### config.mk
export PLATFORM = sky130hd
export DESIGN_NAME = data_bus_responder
export DESIGN_NICKNAME = d
export VERILOG_FILES = /design/src/rtl/data_bus_responder.sv
export SDC_FILE = /design/constraint.sdc
export NUM_CORES = 1
export LEC_CHECK = 0
export ABC_AREA = 1
export BUFFER_PORTS_ARGS = -buffer_cell sky130_fd_sc_hd__buf_2
export CELL_PAD_IN_SITES_DETAIL_PLACEMENT = 1
export CELL_PAD_IN_SITES_GLOBAL_PLACEMENT = 2
export CORE_ASPECT_RATIO = 1.1
export CORE_UTILIZATION = 30
export CTS_CLUSTER_SIZE = 20
export DETAILED_ROUTE_END_ITERATION = 12
export PLACE_DENSITY = 0.9
export SETUP_SLACK_MARGIN = 0.3
export SLEW_MARGIN = 20
export SYNTH_ARGS = -nofsm -noshare
export SYNTH_HDL_FRONTEND = slang
export SYNTH_SLANG_ARGS = --single-unit
### constraint.sdc
create_clock -name Clock -period 3.9 [get_ports Clock]
set_clock_uncertainty 0.1 [all_clocks]
set_input_delay 0.39 -clock Clock [delete_from_list [all_inputs] [get_ports Clock]]
set_output_delay 0.39 -clock Clock [all_outputs]
set_load 0.02 [all_outputs]
### src/rtl/data_bus_responder.sv
// Memory-mapped responder for the processor data port: decodes RAM and board I/O,
// and inserts RAM_LATENCY wait states on RAM reads.
module data_bus_responder #(
    parameter int RAM_LATENCY = 1
) (
    input  logic        Clock,
    input  logic        Reset,
    input  logic [15:0] DataAddr,
    input  logic [15:0] DataOut,
    input  logic        WriteData,
    input  logic        ReadData,
    output logic [15:0] DataIn,
    output logic        DataWaitreq,
    output logic [11:0] RamAddr,
    output logic [15:0] RamWrData,
    output logic        RamWren,
    input  logic [15:0] RamQ,
    input  logic [9:0]  SW,
    input  logic [3:0]  KEY,
    output logic [9:0]  LEDR,
    output logic [6:0]  HEX0,
    output logic [6:0]  HEX1,
    output logic [6:0]  HEX2,
    output logic [6:0]  HEX3,
    output logic [6:0]  HEX4,
    output logic [6:0]  HEX5
);

    typedef enum logic {S_IDLE, S_WAIT} state_t;

    localparam logic [2:0] CNT_LOAD = 3'(RAM_LATENCY - 1);

    state_t      state, state_next;
    logic [2:0]  cnt, cnt_next;
    logic [11:0] addr_q;
    logic [9:0]  ledr_q;
    logic [6:0]  hex_q [6];
    logic [9:0]  sw_meta, sw_sync;
    logic [3:0]  key_meta, key_sync;
    logic [6:0]  hex_rd;

    logic [3:0] region;
    logic       rd_only, ram_sel, io_we;

    // A simultaneous read+write is a write, so only a pure read can stall.
    assign region  = DataAddr[15:12];
    assign rd_only = ReadData & ~WriteData;
    assign ram_sel = (region == 4'h0);
    assign io_we   = WriteData & (state == S_IDLE);

    assign RamAddr   = (state == S_WAIT) ? addr_q : DataAddr[11:0];
    assign RamWrData = DataOut;
    assign RamWren   = io_we & ram_sel;

    always_comb begin
        // NOTE: every output of this block gets a default first, so no path infers a latch.
        state_next  = state;
        cnt_next    = cnt;
        DataWaitreq = 1'b0;
        unique case (state)
            S_IDLE: begin
                if (rd_only && ram_sel) begin
                    DataWaitreq = 1'b1;
                    cnt_next    = CNT_LOAD;
                    state_next  = S_WAIT;
                end
            end
            S_WAIT: begin
                if (!rd_only) begin
                    cnt_next   = 3'd0;
                    state_next = S_IDLE;
                end else if (cnt != 3'd0) begin
                    DataWaitreq = 1'b1;
                    cnt_next    = cnt - 3'd1;
                end else begin
                    state_next = S_IDLE;
                end
            end
            default: state_next = S_IDLE;
        endcase
    end

    always_comb begin
        hex_rd = '0;
        case (DataAddr[2:0])
            3'd0: hex_rd = hex_q[0];
            3'd1: hex_rd = hex_q[1];
            3'd2: hex_rd = hex_q[2];
            3'd3: hex_rd = hex_q[3];
            3'd4: hex_rd = hex_q[4];
            3'd5: hex_rd = hex_q[5];
            default: hex_rd = '0;
        endcase
    end

    always_comb begin
        DataIn = '0;
        if (rd_only) begin
            if (state == S_WAIT) begin
                if (cnt == 3'd0) DataIn = RamQ;
            end else begin
                case (region)
                    4'h1: DataIn = {6'd0, ledr_q};
                    4'h2: DataIn = {9'd0, hex_rd};
                    4'h3: DataIn = {6'd0, sw_sync};
                    4'h4: DataIn = {12'd0, key_sync};
                    default: DataIn = '0;
                endcase
            end
        end
    end

    // NOTE: sequential state uses non-blocking assignments so every flop samples pre-edge values.
    always_ff @(posedge Clock) begin
        if (!Reset) begin
            state    <= S_IDLE;
            cnt      <= 3'd0;
            ledr_q   <= '0;
            sw_meta  <= '0;
            sw_sync  <= '0;
            key_meta <= '0;
            key_sync <= '0;
            for (int i = 0; i < 6; i++) hex_q[i] <= 7'h7F;
        end else begin
            state    <= state_next;
            cnt      <= cnt_next;
            sw_meta  <= SW;
            sw_sync  <= sw_meta;
            key_meta <= KEY;
            key_sync <= key_meta;
            if (io_we && region == 4'h1) ledr_q <= DataOut[9:0];
            for (int i = 0; i < 6; i++) begin
                if (io_we && region == 4'h2 && DataAddr[2:0] == 3'(i)) hex_q[i] <= DataOut[6:0];
            end
        end
    end

    // NOTE: the address latch is pure datapath, only consumed in WAIT, so it carries no reset.
    always_ff @(posedge Clock) begin
        if (state == S_IDLE) addr_q <= DataAddr[11:0];
    end

    assign LEDR = ledr_q;
    assign HEX0 = hex_q[0];
    assign HEX1 = hex_q[1];
    assign HEX2 = hex_q[2];
    assign HEX3 = hex_q[3];
    assign HEX4 = hex_q[4];
    assign HEX5 = hex_q[5];

endmodule

* Word-level counts from Yosys, hierarchy flattened *
Memories as Yosys holds them, arrays and structs flattened.
Cells that the tools add are included.

word-level totals
  register bits = 54
  memory bits (writable) = 42
  output and inout port bits = 98
  word-level logic and storage cells = 85
  memories = 1

operators by class
  $add $sub $neg = 1
  equal/unequal tests = 11
  multiplexer cells = 39
  bitwise operators = 11
  reductions and logical operators = 14

memories
  name   depth  width  read ports  clocked after memory_dff  wr ports  RTL line  RTL
  hex_q  6      7      6           0                         6         37        logic [6:0] hex_q [6];

operators with widths
  operator             count
  $mux 16              3
  $mux 7               6
  $pmux 7 s6           1
  $pmux 10 s4          1
  $mux 1               22
  $mux 12              1
  $logic_and 1x1->1    9
  $mux 3               3
  $eq 4x2->1 const B   2
  $eq 3x2->1 const B   2
  $eq 3x3->1 const B   2
  $logic_not 3->1      2
  $or 1x1->1           6
  $pmux 3 s2           1
  $eq 4x1->1 const B   1
  $eq 4x3->1 const B   1
  $logic_not 4->1      1
  $and 1x1->1          3
  $eq 3x1->1 const B   1
  $ne 3x2->1 const B   1
  $reduce_bool 3->1    1
  $sub 3x1->3 const B  1
  $ne 2x2->1 const B   1
  $not 1->1            2
  2 further kinds      2

* Depth between registers and ports, before layout *
  word-level depth = 8
  mapped depth = 11
  depth with buffers taken out = 9

* Worst setup path before layout *
OpenSTA, ideal clock, no wires.

  kind = input to output
  start = in DataAddr[2]
  end = out DataIn[6]
  data arrival time = 1.303 ns
  required time = 3.410 ns
  path slack = 2.107 ns
  stages on the path = 11
  path through = buf_2 > inv_2 > buf_2 > nand4_1 > nand2_1 > inv_1 > nand2_1 > nand2_1 > nand2_1 > nand2_1 > nand2_1

between the ends
  word-level cells in the longest chain between the ends = 5
  elaborated cells between the ends (all ways) = 10
  classes of those cells = eq/ne (5); mux (4); reduce/logical (1)

ends and longest elaborated chain
  what                                      RTL line  RTL
  start, declared                           8         input logic [15:0] DataAddr,
  $eq 3x3->1, or another cell as far along  85        case (DataAddr[2:0])
  $pmux 7 s6 *                              85
  $pmux 10 s4 *                             102       case (region)
  $mux 16 *                                 99        if (state == S_WAIT) begin
  $mux 16 *                                 98        if (rd_only) begin
  end, declared                             12        output logic [15:0] DataIn,

Every way passes the cells marked *; elsewhere a longest branch is shown, timed or not.

* Worst setup path after layout *
  start = reg state
  end = out DataIn[7]

between the ends
  word-level cells in the longest chain between the ends = 2

ends and longest elaborated chain
  what                    RTL line  RTL
  start, declared         33        state_t state, state_next;
  start signal, assigned  125       state <= state_next;
  $mux 16                 99
  $mux 16                 98

No other way between the ends.

==> run summary <==
status = complete, no violations
Tot GR Track Use = 18.5%
CP bufs+invs = 3
hold crit path type = primary input to flip-flop
min-delay src = SW[2]
share of layout cells above drive strength 1 = 28.6%
max_cap viols = 0
Syn-to-layout area delta = 23.4%
initial drt markers = 216
Hold Buf Count CTS = 0
crit start category = flip-flop
Final HPWL DP = 10.7 mm
sw power = 575 uW
post-synth top area cell = edfxtp_1
per-cell routed wire length = 16.0 microns
initial antenna violation count = 0
Die ar. = 15400 sq um
Mean Syn Cell Area = 8.18 sq um
CTS tree = done
ys async rst share = 0%
max-slew violations = 0
critical path type = flip-flop to output pin
CP dominant cell by count = inv_2
crit-path max FO = 19
synth warn = 0
IO buf count = 151
Die Ht = 130 microns
die width = 118 microns
Post-Syn Nets = 614
Post-CTS Setup Bufs = 0
Final Hold Violating Endpoints = 0
flop2flop setup slack = 1.73 ns
root buffer cell = clkbuf_16
Initial Util = 30.8%
Clock Tree Buf Depth = 2
Final period util = 73.6%
slowest CP cell = dfxtp_1
RR Endpoint = LEDR[3]$_SDFFE_PN0P_
largest net degree at the start of global routing = 34
CTS Buf Count = 9
post-CTS sizing = 0
critical path's top delay family = flip-flops
TritonCTS Sinks = 96
Worst-Margin Slew = 0.805 ns
Yosys reg bits = 96
worst hold endpoint = sw_meta[2]$_SDFF_PN0_
Clock Latency Late Sink = 0.34 ns
Max IR drop VDD = 0.000177 V
CP max stage delay = 0.84 ns
Congestion Overflow GR = 0
Tot Pwr = 2.21 mW
Worst-path clk slew = 0.06 ns
Hold Path Stages = 3
switch share = 26.0%
CP Cell Sequence = inv_2, nor2_4, nand2_2, inv_2, a22o_1, buf_2
top post-synthesis cells by area = edfxtp_1 28%, dfxtp_1 24%, nand2_1 15%, inv_1 6.7%, nand4_1 3.8%
leak pwr = 2.74 nW
Setup crit end kind = output pin
Antenna Cells = 0
Fin Setup TNS = 0 ns
total wire length = 13.9 mm
fmax = 0.348 GHz
part of the power in combinational logic = 11.3%
area occupied by multi-input gates = 1550 sq um
Worst Reg-to-Reg Cells = 4
vias in the first global route = 4065
first-pass GRT wire length = 21.4 mm
PwrDens = 401 nW/um^2
num ports = 164
vias post-DR = 3983
Post-route DRC = 0
WHS = 0.125 ns
Clock power frac = 38.0%
post-synth top area share = 28.2%
Pre-antenna DRT Iters = 4
endpoints failing setup = 0
Worst EP arrival = 2.38 ns
Antenna Nets Post-Route = 0
Post-Syn Area = 4470 sq um
Final nets = 739
routed vias/inst = 4.59
Post-synth EDFFs = 42
Synth top cells by count = 179 x nand2_1, 80 x inv_1, 54 x dfxtp_1, 42 x edfxtp_1, 27 x nand4_1
Core Region = 14500 sq um
Req. time, crit path = 3.41 ns
relative max-transition margin = 46.2%
Fillers = 1812
sequential fraction of the synthesis area = 52.4%
FP Rows = 46
RSZ-0062 raised after global routing = no
most frequent cell after synthesis = nand2_1
Cells after Synth = 546
FF/Latch Area = 2340 sq um
Final min period = 2.87 ns
Seq pwr share = 50.7%
Critical Path Stages = 6
placer congestion estimate = 0.925
Yosys cell types = 28
H-tree levels = 3
RR Startpoint = state$_SDFF_PN0_
Power Internal = 1.64 mW
top_reg_cell synth = dfxtp_1
==> power by group through the flow <==
stage | Combinational, mW | Clock (mW) | Sequential (mW)
after floorplan | 0.133 | 0 | 1.17
after global placement | 0.247 | 0 | 1.14
after detailed placement | 0.252 | 0 | 1.14
after CTS | 0.253 | 0.862 | 1.12
after global routing | 0.275 | 0.902 | 1.13
final | 0.250 | 0.840 | 1.12
==> metrics by stage <==
stage          std cells  utilization [%]  instance area, sq um  setup WS [ns]
2_1_floorplan        546                -                  4470           2.11
3_3_place_gp         852             36.1                  5230           1.41
3_5_place_dp         852             36.1                  5230           1.36
4_1_cts              868             38.0                  5510          0.979
5_1_grt              868             38.0                  5510          0.814
6_report             868             38.0                  5510           1.03
==> logic make-up (layout without fill, tap and decap cells) <==
kind of cell / count (synthesis) / count (layout) / share of synthesized area [%]
compound gates: 45 / 45 / 5.43
flops: 96 / 96 / 52.4
fa+ha+maj: 2 / 2 / 0.560
simple gates: 277 / 277 / 28.8
buf+inv: 126 / 256 / 12.8
==> worst max-delay path by stage <==
stage	start	end	slack, ns
floorplan	DataAddr[2]	DataIn[6]	2.11
global placement	DataAddr[0]	DataIn[1]	1.41
detailed placement	DataAddr[0]	DataIn[3]	1.36
CTS	state$_SDFF_PN0_	DataIn[7]	0.98
global route	state$_SDFF_PN0_	DataIn[2]	0.81
finish	state$_SDFF_PN0_	DataIn[7]	1.03
==> cell type report <==
type / instances / area share, %
Sequential cell: 96 / 42.5
Inverter: 88 / 5.99
Timing Repair Buffer: 152 / 13.8
Tap cell: 192 / 4.36
Clock buffer: 11 / 4.61
Multi-Input combinational cell: 324 / 28.2
Clock inverter: 5 / 0.545
==> worst register-to-register path, stage by stage, from the launching register on <==
cell	delay, ns
dfxtp_1	0.57
nor2_4	0.23
nand4_1	0.63
o21ai_0	0.42
a21oi_1	0.08
==> metal layers <==
layer  global-route usage [%]  routed length, microns
met5                        0                       0
met4                     5.96                     150
met3                     5.33                    1020
met2                     33.1                    6940
met1                     21.4                    5790
==> registers in the layout (all words and copies together) (netlist names) <==
signal,flops
state,1
LEDR,10
cnt,3
hex_q,42
addr_q,12
key_sync,4
sw_meta,10
key_meta,4
sw_sync,10
==> cell usage in the layout, fill, tap and decap left out, drive strengths merged <==
master	netlist	final
nor2	38	38
inv	87	87
buf	30	152
nor3	5	5
a21boi	1	1
a21oi	15	15
clkinv	1	5
dfxtp	54	54
o21ai	26	26
nand3	22	22
clkbuf	8	11
edfxtp	42	42
ha	2	2
nand4	31	31
a22o	3	3
clkinvlp	0	1
nand2	181	181
(Power assumes the default switching activity.)
